### config.mk
export PLATFORM = sky130hd
export DESIGN_NAME = iir_seq_filter_flat
export DESIGN_NICKNAME = d
export VERILOG_FILES = /design/src/rtl/iir_pkg.sv /design/src/rtl/iir_seq_filter_if.sv /design/src/rtl/iir_mac_unit.sv /design/src/rtl/iir_seq_filter.sv /design/src/flat_wrapper.sv
export SDC_FILE = /design/constraint.sdc
export NUM_CORES = 1
export LEC_CHECK = 0
export CORE_ASPECT_RATIO = 0.7
export CORE_MARGIN = 2
export CORE_UTILIZATION = 67
export DETAILED_ROUTE_END_ITERATION = 10
export GPL_TIMING_DRIVEN = 0
export PLACE_DENSITY = 0.95
export RECOVER_POWER = 50
export SETUP_SLACK_MARGIN = 0.15
export SYNTH_ARGS = -nofsm -noshare
export SYNTH_HDL_FRONTEND = slang
export SYNTH_HIERARCHICAL = 1
export SYNTH_SLANG_ARGS = --single-unit
export TNS_END_PERCENT = 1
### constraint.sdc
create_clock -name clk -period 16.1 [get_ports clk]
set_clock_uncertainty 0.2 [all_clocks]
set_input_delay 4.83 -clock clk [delete_from_list [all_inputs] [get_ports clk]]
set_output_delay 4.83 -clock clk [all_outputs]
set_load 0.02 [all_outputs]
### src/rtl/iir_pkg.sv
// Shared types and helpers for the time-multiplexed IIR filter.
package iir_pkg;

    typedef enum logic [1:0] {
        StIdle,
        StFf,
        StFb,
        StOut
    } state_e;

    localparam logic CoefSelFf = 1'b0;
    localparam logic CoefSelFb = 1'b1;

    function automatic int unsigned clog2(input int unsigned value);
        int unsigned res;
        res = 0;
        for (int i = 0; i < 32; i++) begin
            if ((64'd1 << i) < 64'(value)) res = i + 1;
        end
        return res;
    endfunction

    // Clamp an unsigned value to the largest number representable in width bits.
    function automatic logic [63:0] sat_trunc(input logic [63:0] value, input int unsigned width);
        logic [63:0] max_val;
        max_val = (64'd1 << width) - 64'd1;
        return (value > max_val) ? max_val : value;
    endfunction

endpackage

### src/rtl/iir_seq_filter_if.sv
// Sample, result and coefficient-write signals of the sequential IIR filter.
interface iir_seq_filter_if
    import iir_pkg::*;
#(
    parameter int unsigned ORDER  = 8,
    parameter int unsigned DIN_W  = 8,
    parameter int unsigned COEF_W = 8,
    parameter int unsigned DOUT_W = 17
);
    localparam int unsigned AddrW = clog2(ORDER + 1);

    logic              in_valid;
    logic              in_ready;
    logic [DIN_W-1:0]  in_data;
    logic              out_valid;
    logic              out_ready;
    logic [DOUT_W-1:0] out_data;
    logic              coef_we;
    logic              coef_sel;
    logic [AddrW-1:0]  coef_addr;
    logic [COEF_W-1:0] coef_wdata;
    logic              clear_hist;

    modport master (
        output in_valid, in_data, out_ready, coef_we, coef_sel, coef_addr, coef_wdata,
               clear_hist,
        input  in_ready, out_valid, out_data
    );

    modport slave (
        input  in_valid, in_data, out_ready, coef_we, coef_sel, coef_addr, coef_wdata,
               clear_hist,
        output in_ready, out_valid, out_data
    );

endinterface

### src/rtl/iir_mac_unit.sv
// Single multiply-accumulate stage shared by all filter taps.
module iir_mac_unit
    import iir_pkg::*;
#(
    parameter int unsigned DIN_W  = 8,
    parameter int unsigned COEF_W = 8,
    parameter int unsigned DOUT_W = 17,
    parameter int unsigned ACC_W  = 24
) (
    input  logic              clk,
    input  logic              rst,
    input  logic              clear_i,
    input  logic              en_i,
    input  logic [DIN_W-1:0]  sample_i,
    input  logic [COEF_W-1:0] coef_i,
    output logic [DOUT_W-1:0] sat_o
);
    localparam int unsigned ProdW = DIN_W + COEF_W;

    logic [ProdW-1:0] prod;
    logic [ACC_W-1:0] acc_next;
    logic [ACC_W-1:0] acc_q, acc_d;

    always_comb begin
        prod     = ProdW'(sample_i) * ProdW'(coef_i);
        acc_next = acc_q + ACC_W'(prod);
        sat_o    = DOUT_W'(sat_trunc(64'(acc_next), DOUT_W));
        acc_d    = acc_q;
        if (clear_i) begin
            acc_d = '0;
        end else if (en_i) begin
            acc_d = acc_next;
        end
    end

    always_ff @(posedge clk) begin
        if (rst) acc_q <= '0;
        else     acc_q <= acc_d;
    end

endmodule

### src/rtl/iir_seq_filter.sv
// Time-multiplexed unsigned IIR filter: one MAC walks the feedforward then feedback taps.
module iir_seq_filter
    import iir_pkg::*;
#(
    parameter int unsigned ORDER    = 8,
    parameter int unsigned DIN_W    = 8,
    parameter int unsigned COEF_W   = 8,
    parameter int unsigned DOUT_W   = 17,
    parameter int unsigned ACC_W    = 24,
    parameter int unsigned FB_SHIFT = 9
) (
    input logic           clk,
    input logic           rst,
    iir_seq_filter_if.slave bus
);
    localparam int unsigned      AddrW   = clog2(ORDER + 1);
    localparam logic [AddrW-1:0] LastTap = AddrW'(ORDER);

    state_e            state_q, state_d;
    logic [AddrW-1:0]  k_q, k_d;
    logic [DIN_W-1:0]  x_q [ORDER+1];
    logic [DIN_W-1:0]  x_d [ORDER+1];
    // Index 0 of the feedback history and of a[] is never used.
    logic [DIN_W-1:0]  y_q [ORDER+1];
    logic [DIN_W-1:0]  y_d [ORDER+1];
    logic [COEF_W-1:0] b_q [ORDER+1];
    logic [COEF_W-1:0] b_d [ORDER+1];
    logic [COEF_W-1:0] a_q [ORDER+1];
    logic [COEF_W-1:0] a_d [ORDER+1];
    logic [DOUT_W-1:0] out_data_q, out_data_d;
    logic              out_valid_q, out_valid_d;

    logic              in_ready;
    logic              mac_clear;
    logic              mac_en;
    logic [DIN_W-1:0]  mac_sample;
    logic [COEF_W-1:0] mac_coef;
    logic [DOUT_W-1:0] mac_sat;
    logic [DIN_W-1:0]  fb_val;

    iir_mac_unit #(
        .DIN_W (DIN_W),
        .COEF_W(COEF_W),
        .DOUT_W(DOUT_W),
        .ACC_W (ACC_W)
    ) u_mac (
        .clk     (clk),
        .rst     (rst),
        .clear_i (mac_clear),
        .en_i    (mac_en),
        .sample_i(mac_sample),
        .coef_i  (mac_coef),
        .sat_o   (mac_sat)
    );

    always_comb begin
        state_d     = state_q;
        k_d         = k_q;
        x_d         = x_q;
        y_d         = y_q;
        b_d         = b_q;
        a_d         = a_q;
        out_data_d  = out_data_q;
        out_valid_d = out_valid_q;
        in_ready    = 1'b0;
        mac_clear   = 1'b0;
        mac_en      = 1'b0;
        mac_sample  = '0;
        mac_coef    = '0;
        fb_val      = DIN_W'(sat_trunc(64'(mac_sat >> FB_SHIFT), DIN_W));

        unique case (state_q)
            StIdle: begin
                in_ready = ~bus.clear_hist;
                if (bus.coef_we && (bus.coef_addr <= LastTap)) begin
                    if (bus.coef_sel == CoefSelFf) begin
                        b_d[bus.coef_addr] = bus.coef_wdata;
                    end else if (bus.coef_addr != '0) begin
                        a_d[bus.coef_addr] = bus.coef_wdata;
                    end
                end
                if (bus.clear_hist) begin
                    x_d = '{default: '0};
                    y_d = '{default: '0};
                end else if (bus.in_valid) begin
                    for (int unsigned i = 1; i <= ORDER; i++) x_d[i] = x_q[i-1];
                    x_d[0]    = bus.in_data;
                    mac_clear = 1'b1;
                    k_d       = '0;
                    state_d   = StFf;
                end
            end
            StFf: begin
                mac_en     = 1'b1;
                mac_sample = x_q[k_q];
                mac_coef   = b_q[k_q];
                if (k_q == LastTap) begin
                    k_d     = AddrW'(1);
                    state_d = StFb;
                end else begin
                    k_d = k_q + AddrW'(1);
                end
            end
            StFb: begin
                mac_en     = 1'b1;
                mac_sample = y_q[k_q];
                mac_coef   = a_q[k_q];
                if (k_q == LastTap) begin
                    out_data_d  = mac_sat;
                    out_valid_d = 1'b1;
                    for (int unsigned i = 2; i <= ORDER; i++) y_d[i] = y_q[i-1];
                    y_d[1]  = fb_val;
                    state_d = StOut;
                end else begin
                    k_d = k_q + AddrW'(1);
                end
            end
            StOut: begin
                if (bus.out_ready) begin
                    out_valid_d = 1'b0;
                    state_d     = StIdle;
                end
            end
            default: state_d = StIdle;
        endcase
    end

    always_ff @(posedge clk) begin
        if (rst) begin
            state_q     <= StIdle;
            k_q         <= '0;
            x_q         <= '{default: '0};
            y_q         <= '{default: '0};
            b_q         <= '{default: '0};
            b_q[0]      <= COEF_W'(1);
            a_q         <= '{default: '0};
            out_data_q  <= '0;
            out_valid_q <= 1'b0;
        end else begin
            state_q     <= state_d;
            k_q         <= k_d;
            x_q         <= x_d;
            y_q         <= y_d;
            b_q         <= b_d;
            a_q         <= a_d;
            out_data_q  <= out_data_d;
            out_valid_q <= out_valid_d;
        end
    end

    assign bus.in_ready  = in_ready;
    assign bus.out_valid = out_valid_q;
    assign bus.out_data  = out_data_q;

endmodule

### src/flat_wrapper.sv
// flat-port wrapper written by rule: the top's interface ports become plain ports
module iir_seq_filter_flat import iir_pkg::*;
#(
    parameter int unsigned ORDER    = 8,
    parameter int unsigned DIN_W    = 8,
    parameter int unsigned COEF_W   = 8,
    parameter int unsigned DOUT_W   = 17,
    parameter int unsigned ACC_W    = 24,
    parameter int unsigned FB_SHIFT = 9
)
  (clk, rst, bus_in_valid, bus_in_data, bus_out_ready, bus_coef_we, bus_coef_sel, bus_coef_addr, bus_coef_wdata, bus_clear_hist, bus_in_ready, bus_out_valid, bus_out_data);
  iir_seq_filter_if #(.ORDER(ORDER), .DIN_W(DIN_W), .COEF_W(COEF_W), .DOUT_W(DOUT_W)) bus_i ();
  input logic clk;
  input logic rst;
  input wire logic [$bits(bus_i.in_valid)-1:0] bus_in_valid;
  input wire logic [$bits(bus_i.in_data)-1:0] bus_in_data;
  input wire logic [$bits(bus_i.out_ready)-1:0] bus_out_ready;
  input wire logic [$bits(bus_i.coef_we)-1:0] bus_coef_we;
  input wire logic [$bits(bus_i.coef_sel)-1:0] bus_coef_sel;
  input wire logic [$bits(bus_i.coef_addr)-1:0] bus_coef_addr;
  input wire logic [$bits(bus_i.coef_wdata)-1:0] bus_coef_wdata;
  input wire logic [$bits(bus_i.clear_hist)-1:0] bus_clear_hist;
  output wire logic [$bits(bus_i.in_ready)-1:0] bus_in_ready;
  output wire logic [$bits(bus_i.out_valid)-1:0] bus_out_valid;
  output wire logic [$bits(bus_i.out_data)-1:0] bus_out_data;
  assign bus_i.in_valid = bus_in_valid;
  assign bus_i.in_data = bus_in_data;
  assign bus_i.out_ready = bus_out_ready;
  assign bus_i.coef_we = bus_coef_we;
  assign bus_i.coef_sel = bus_coef_sel;
  assign bus_i.coef_addr = bus_coef_addr;
  assign bus_i.coef_wdata = bus_coef_wdata;
  assign bus_i.clear_hist = bus_clear_hist;
  assign bus_in_ready = bus_i.in_ready;
  assign bus_out_valid = bus_i.out_valid;
  assign bus_out_data = bus_i.out_data;
  iir_seq_filter #(.ORDER(ORDER), .DIN_W(DIN_W), .COEF_W(COEF_W), .DOUT_W(DOUT_W), .ACC_W(ACC_W), .FB_SHIFT(FB_SHIFT)) u_core (.clk(clk), .rst(rst), .bus(bus_i));
endmodule
==> results by group, run 1 <==
Placement
  • Instance area at placement: approximately 18,000 µm²
  • HPWL reported at the end of detailed placement: 35,100 µm
  • GP Congestion: 0.955
  • Pre-CTS setup slack: 4.70 ns
  • I/O Buffers: 36

Logic synthesis
  • Sequential fraction of the synthesis area: 37.4%
  • Netlist area before placement: 17,600 µm²
  • Cell taking the most area after synthesis: dfxtp_1
  • Synthesized area per cell: roughly 9.2 µm²
  • Synthesis Warnings: 6
  • Post-synthesis async set-or-reset flop share: 0%
  • Largest cells by area after synthesis: dfxtp_1 (37%), mux2i_1 (11%), fa_1 (5.7%), nor2_1 (5.0%), a22oi_1 (4.1%)
  • List of most frequent post-synthesis cells: dfxtp_1 (328), nor2_1 (236), mux2i_1 (187)
  • Most instantiated library cell after synthesis: dfxtp_1
  • Area share of the largest cell type after synthesis: 37.4%
  • Net count of the mapped netlist: roughly 2k
  • Ys flop type: dfxtp_1
  • Number of flops mapped to enable cells by yosys: 0
  • Yosys cell types: 83
  • Number of storage elements in the synthesis netlist: 328
  • Post-Synthesis Cells: 1,919

Floorplan
  • Number of rows created at floorplan: 49
  • Top-Level Pins: between 40 and 50
  • Height of the die: 140 µm
  • Initial core utilization: about two thirds
  • Overall die area: between 20,000 and 30,000 µm²
  • Die width: 198 µm
  • Area of the placeable core: 25,700 µm²

Clock network
  • CTS tree: done
  • Clock-pin slew on the worst setup and hold paths: 0.06 ns
  • Source-to-sink clock delay at the later pin of the worst-skew pair: 0.59 ns
  • Number of instances resized during post-cts repair: 0
  • Setup bufs post-CTS: 0
  • Clock buffers created by TritonCTS: 30
  • TritonCTS Sinks: 328
  • Root cell of the clock tree: clkbuf_16
  • H-Tree Depth: 1
  • Buffer levels on the longest clock path: 3
  • Cts-stage hold buffer count: 0

Flow run
  • Maximum Capacitance Violations: 0

Outcome
  • Result of the run: completed

Detailed routing
  • Detail-routed net length per standard cell: 21.4 µm
  • TritonRoute pass-1 iters: 6
  • Total detailed-routing wirelength: 50,100 µm
  • Remaining design rule violation count: 0
  • Antenna Violating Nets Remaining: 0
  • DR vias/cell: approximately 6.6
  • Vias: between 15k and 20k
  • Drt first-iter violations: a little over 2k

Worst setup path
  • R2R setup slack: 7.92 ns
  • Required time worst endpoint: between 10 and 15 ns
  • Worst Setup End Kind: output pin
  • Endpoint arrival time on the critical path: 6.50 ns
  • Peak per-stage delay on the critical path: 0.65 ns
  • Class of the most critical setup path: in2out
  • Startpoint of the worst register-to-register path: u_core/state_q[0]$_SDFFE_PP0P_
  • Worst path cell trace: dlygate4sd3_1, and2b_1, clkdlybuf4s50_1
  • Largest fanout on the critical path: 4
  • Capture instance of the worst register-to-register path: u_core/y_q[57]$_SDFFE_PP0P_
  • Category of the worst setup path launch point: input pin
  • Critical path endpoint: bus_in_ready
  • Register-to-Register Path Depth: 24
  • Crit. Startpoint: bus_clear_hist
  • Cell type of the slowest stage on the worst timing path: clkdlybuf4s50_1

STA
  • Highest clock rate: 86.7 MHz
  • Worst Hold Slack: 0.257 ns
  • Final-layout setup total negative slack: 0 ns
  • Final count of hold timing violations: 0
  • Setup violation total in the final timing report: 0
  • Slew Limit Headroom: roughly 6.5%
  • Final Max Tran Viols: 0
  • Setup repair after global routing missed its margin: no
  • Final critical-path required period: ~12 ns
  • Final WS setup: around 4.6 ns
  • Worst-Margin Slew: between 1 and 1.5 ns
  • Part of the cycle the worst path needs: 71.6%

Layout
  • Design area: 19,300 µm²
  • Synth-to-layout area growth: 9.65%
  • Antenna Cells: 0
  • Fill cell count: 1,698
  • Total area of multi-input combinational cells: 9950 µm²
  • Net count, final: roughly 2.1k
  • Sequential Area: 6570 µm²
  • Proportion of layout cells with a drive suffix above 1: 9.71%

Global route
  • Global-route wire length before repair: ~80,000 µm
  • Vias in the first global route: 15.0k
  • Overall Global Routing Usage: 35.9%
  • Overflow after GRT: 0
  • Number of antenna violations at the first check in global routing: 0
  • Maximum number of pins on one net before global-route repair: 16

Hold path
  • Hold Crit Class: reg2reg

Pwr
  • Max VDD drop: around 110 µV
  • Leakage power summed over all cells: between 7 and 8 nW
  • Total power: just under 0.002 W
  • Power per cell area: between 100 and 150 nW/µm²
worst max-delay path, delay by kind of cell:
family                 cells  cell delay (ns)
buffers and inverters      2             1.29
and+or+nand+nor            1             0.38
registers in the layout, indices dropped and copies added (netlist names):
signal and count:
u_core/state_q 2, u_core/bus.out_valid 1, u_core/b_q 72, u_core/u_mac/acc_q 24
u_core/k_q 4, u_core/y_q 64, u_core/x_q 72, u_core/bus.out_data 17
u_core/a_q 72
metal layers:
| layer | GRT usage, % | share of wire (%) |
|---|---|---|
| met3 | 8.58 | 12 |
| met2 | 53.8 | 44 |
| met1 | 49.2 | 40 |
| met4 | 16.6 | 4.9 |
| met5 | 0 | 0 |
report_power, final:
part / switching [W] / total, W / leakage (nW) / internal, W
Clock: 0.000324 / 0.000700 / 0.462 / 0.000376
Sequential: 0.00000810 / 0.000829 / 2.64 / 0.000821
Combinational: 0.000313 / 0.000409 / 4.61 / 0.0000956
Total: 0.000645 / 0.00194 / 7.71 / 0.00129
layout by cell type (no fill, tap or decap), types with 35 or more instances in the layout:
| master | netlist | routed |
|---|---|---|
| nand2_1 | 171 | 171 |
| nand3_1 | 74 | 74 |
| a21oi_1 | 100 | 101 |
| mux2i_1 | 187 | 187 |
| ha_1 | 47 | 47 |
| buf_2 | 41 | 35 |
| dfxtp_1 | 328 | 328 |
| mux2_2 | 48 | 48 |
| fa_1 | 50 | 50 |
| and2_1 | 52 | 52 |
| nor2_1 | 236 | 236 |
| inv_1 | 100 | 100 |
| clkbuf_1 | 74 | 89 |
| a22oi_1 | 96 | 96 |
layout make-up:
type                            count  area share, %
Clock inverter                     11          0.422
Inverter                          102           1.99
Clock buffer                       43           4.51
Tap cell                          331           2.15
Sequential cell                   328           34.1
Timing Repair Buffer               36           1.87
Buffer                            148           3.39
Multi-Input combinational cell   1341           51.6
stage by stage:
stage | cells | utilization [%]
floorplan | 1919 | -
global placement | 2286 | 71.3
detailed placement | 2286 | 71.3
CTS | 2340 | 75.0
global route | 2340 | 74.9
finish | 2340 | 74.9
how the worst min path moves through the flow:
stage	startpoint	to	slack [ns]	cells past startpoint
after detailed placement	u_core/y_q[3]$_SDFFE_PP0P_	u_core/y_q[3]$_SDFFE_PP0P_	0.25	2
after global routing	u_core/bus.out_data[3]$_SDFFE_PP0P_	u_core/bus.out_data[3]$_SDFFE_PP0P_	0.27	2
after CTS	u_core/y_q[3]$_SDFFE_PP0P_	u_core/y_q[3]$_SDFFE_PP0P_	0.25	2
after global placement	u_core/y_q[6]$_SDFFE_PP0P_	u_core/y_q[6]$_SDFFE_PP0P_	0.24	2
after floorplan	u_core/y_q[7]$_SDFFE_PP0P_	u_core/y_q[7]$_SDFFE_PP0P_	0.23	2
final	u_core/y_q[3]$_SDFFE_PP0P_	u_core/y_q[3]$_SDFFE_PP0P_	0.26	2
cells by family (layout without fill, tap and decap cells):
family          Yosys count  count (layout)  synth area share (%)
compound gates          340             340                  13.3
xor+xnor                 18              18                 0.897
fa+ha+maj                97              97                  9.04
buf+inv                 250             340                  6.04
flops                   328             328                  37.4
mux                     251             251                  15.8
simple gates            635             635                  17.6
Power figures use the tool's default switching activity.
==> inputs of run 2 (changes only) <==
CORE_UTILIZATION = 63   (was 67)
PLACE_DENSITY = 0.93   (was 0.95)
clock period = 11.9 ns   (was 16.1 ns; I/O delays follow)
==> results by group, run 2 (synthesis results as in run 1) <==
Outcome
  • Result of the run: completed

Placement
  • Pre-CTS setup slack: 3.02 ns (-1.69 ns)
  • Instance area at placement: 18,400 µm² (+0.27%)
  • HPWL reported at the end of detailed placement: 35,700 µm (+1.5%)
  • GP Congestion: 0.958 (+0.32%)
  • I/O Buffers: 36 (unchanged)

Layout
  • Fraction of the core area covered by cells at the end of the flow: 69.8% (-5.0 points)
  • Net count, final: 2,111 (unchanged)
  • Proportion of layout cells with a drive suffix above 1: 9.58% (-0.13 points)
  • Total area of multi-input combinational cells: 9950 µm² (unchanged)
  • Synth-to-layout area growth: 9.75% (about the same)
  • Design area: 19,300 µm² (about the same)
  • Most frequent standard cell in the layout excluding fill and tap cells: dfxtp_1
  • Most frequent cells in the layout: dfxtp_1 (328), nor2_1 (236), mux2i_1 (187), nand2_1 (171), a21oi_1 (101)
  • Fill cell count: 1,895 (+12%)
  • Sequential Area: 6570 µm² (unchanged)
  • Antenna Cells: 0 (unchanged)
  • Biggest regs: u_core/a_q: 72 flops, u_core/b_q: 72 flops, u_core/x_q: 72 flops

STA
  • Final Max Tran Viols: 0 (unchanged)
  • Highest clock rate: 112 MHz
  • Worst Hold Slack: 0.252 ns (-0.00491 ns)
  • Final count of hold timing violations: 0 (unchanged)
  • Setup repair after global routing missed its margin: no
  • Slew Limit Headroom: 10.9% (+4.4 points)
  • Final WS setup: 2.94 ns (-1.63 ns)
  • Final critical-path required period: 8.96 ns
  • Setup violation total in the final timing report: 0 (unchanged)
  • Part of the cycle the worst path needs: 75.3%
  • Worst-Margin Slew: 1.32 ns (-0.0656 ns)
  • Final-layout setup total negative slack: 0 ns (unchanged)

Clock network
  • TritonCTS Sinks: 328 (unchanged)
  • Number of instances resized during post-cts repair: 0 (unchanged)
  • Buffer levels on the longest clock path: 3 (unchanged)
  • CTS tree: done
  • H-Tree Depth: 1 (unchanged)
  • Clock buffers created by TritonCTS: 30 (unchanged)
  • Setup bufs post-CTS: 0 (unchanged)
  • Clock-pin slew on the worst setup and hold paths: 0.06 ns (about the same)
  • Source-to-sink clock delay at the later pin of the worst-skew pair: 0.59 ns (about the same)
  • Root cell of the clock tree: clkbuf_16
  • Cts-stage hold buffer count: 0 (unchanged)

Flow run
  • Maximum Capacitance Violations: 0 (unchanged)

Global route
  • Number of antenna violations at the first check in global routing: 0 (unchanged)
  • Overall Global Routing Usage: 34.1% (-1.8 points)
  • Vias in the first global route: 15.2k (+1.5%)
  • Maximum number of pins on one net before global-route repair: 15 (-1)
  • Global-route wire length before repair: 79,100 µm (+0.61%)
  • Overflow after GRT: 0 (unchanged)

Pwr
  • Power per cell area: 135 nW/µm² (+34%)
  • Leakage power summed over all cells: 7.70 nW (-0.24%)
  • Max VDD drop: 145 µV (+31%)

Floorplan
  • Area of the placeable core: 27,600 µm² (+7.3%)
  • Overall die area: 29,300 µm² (+6.2%)
  • Height of the die: 144 µm (+3.0%)
  • Initial core utilization: 63.6% (-4.6 points)
  • Top-Level Pins: 46 (unchanged)
  • Die width: 204 µm (+3.1%)
  • Number of rows created at floorplan: 51 (+4.1%)

Worst setup path
  • Worst Setup End Kind: output pin
  • Category of the worst setup path launch point: input pin
  • Endpoint arrival time on the critical path: 5.19 ns (-1.31 ns)
  • Worst path cell trace: dlygate4sd3_1, and2b_1, clkdlybuf4s50_1
  • Class of the most critical setup path: in2out
  • Cell type of the slowest stage on the worst timing path: dlygate4sd3_1
  • Peak per-stage delay on the critical path: 0.64 ns (about the same)
  • Largest fanout on the critical path: 4 (unchanged)
  • Required time worst endpoint: 8.13 ns (-2.94 ns)

Hold path
  • Hold Crit Class: reg2reg

Detailed routing
  • DR vias/cell: 6.52 (-1.7%)
  • Detail-routed net length per standard cell: 21.1 µm (-1.3%)
  • Antenna Violating Nets Remaining: 0 (unchanged)
  • Total detailed-routing wirelength: 50,200 µm (+0.20%)
  • Vias: 15.5k (-0.20%)
  • Drt first-iter violations: 2,178 (+6.0%)
  • Remaining design rule violation count: 0 (unchanged)
  • TritonRoute pass-1 iters: 6 (unchanged)
==> run 2: cell types whose count changed in the layout (fill, tap and decap cells not counted) <==
cell        delta
clkinv_4       -2
clkinvlp_4     +1
clkbuf_16      +1
clkinv_8       -1
clkbuf_1       -1
clkbuf_8       -2
==> run 2: critical path, delay by kind of cell <==
| family | cells | cell delay (ns) |
|---|---|---|
| AND/OR/NAND/NOR | 1 | 0.34 |
| buffers and inverters | 2 | 1.28 |
==> run 2: path summary, 6_finish.rpt <==
| check | start | end | slack [ns] | cells past startpoint |
|---|---|---|---|---|
| worst max register to register | u_core/k_q[3]$_SDFFE_PP0P_ | u_core/y_q[58]$_SDFFE_PP0P_ | 3.47 | 22 |
| worst min register to register | u_core/y_q[1]$_SDFFE_PP0P_ | u_core/y_q[1]$_SDFFE_PP0P_ | 0.25 | 2 |
| worst max-delay path | bus_clear_hist | bus_in_ready | 2.94 | 3 |
| worst min-delay path | u_core/y_q[1]$_SDFFE_PP0P_ | u_core/y_q[1]$_SDFFE_PP0P_ | 0.25 | 2 |
==> run 2: where the power goes <==
group	switching, W	total, W	internal (W)
registers	0.0000108	0.00112	0.00111
clock network	0.000429	0.000932	0.000503
logic	0.000413	0.000543	0.000129
==> run 2: routing by layer <==
| metal | vias up | global-route usage (%) | part of all wire [%] | routed length, µm |
|---|---|---|---|---|
| met4 | 0 | 15.1 | 4.5 | 2270 |
| li1 | 6816 | - | - | - |
| met3 | 223 | 7.82 | 11 | 5700 |
| met1 | 7471 | 45.0 | 40 | 20000 |
| met5 | - | 0 | 0 | 0 |
| met2 | 981 | 53.6 | 44 | 22200 |
==> run 2: layout make-up <==
class | instances | area share [%]
flip-flops and latches | 328 | 34.0
clock inverters | 9 | 0.285
plain buffers | 148 | 3.39
well taps | 371 | 2.41
multi-input cells | 1341 | 51.6
clock buffers | 41 | 4.47
inverters | 102 | 1.98
repair buffers | 36 | 1.87
==> run 2: through the flow <==
step | power, W | std cells
6_report | 0.00260 | 2376
5_1_grt | 0.00268 | 2376
2_1_floorplan | 0.00150 | 1919
3_3_place_gp | 0.00164 | 2326
4_1_cts | 0.00258 | 2376
3_5_place_dp | 0.00166 | 2326
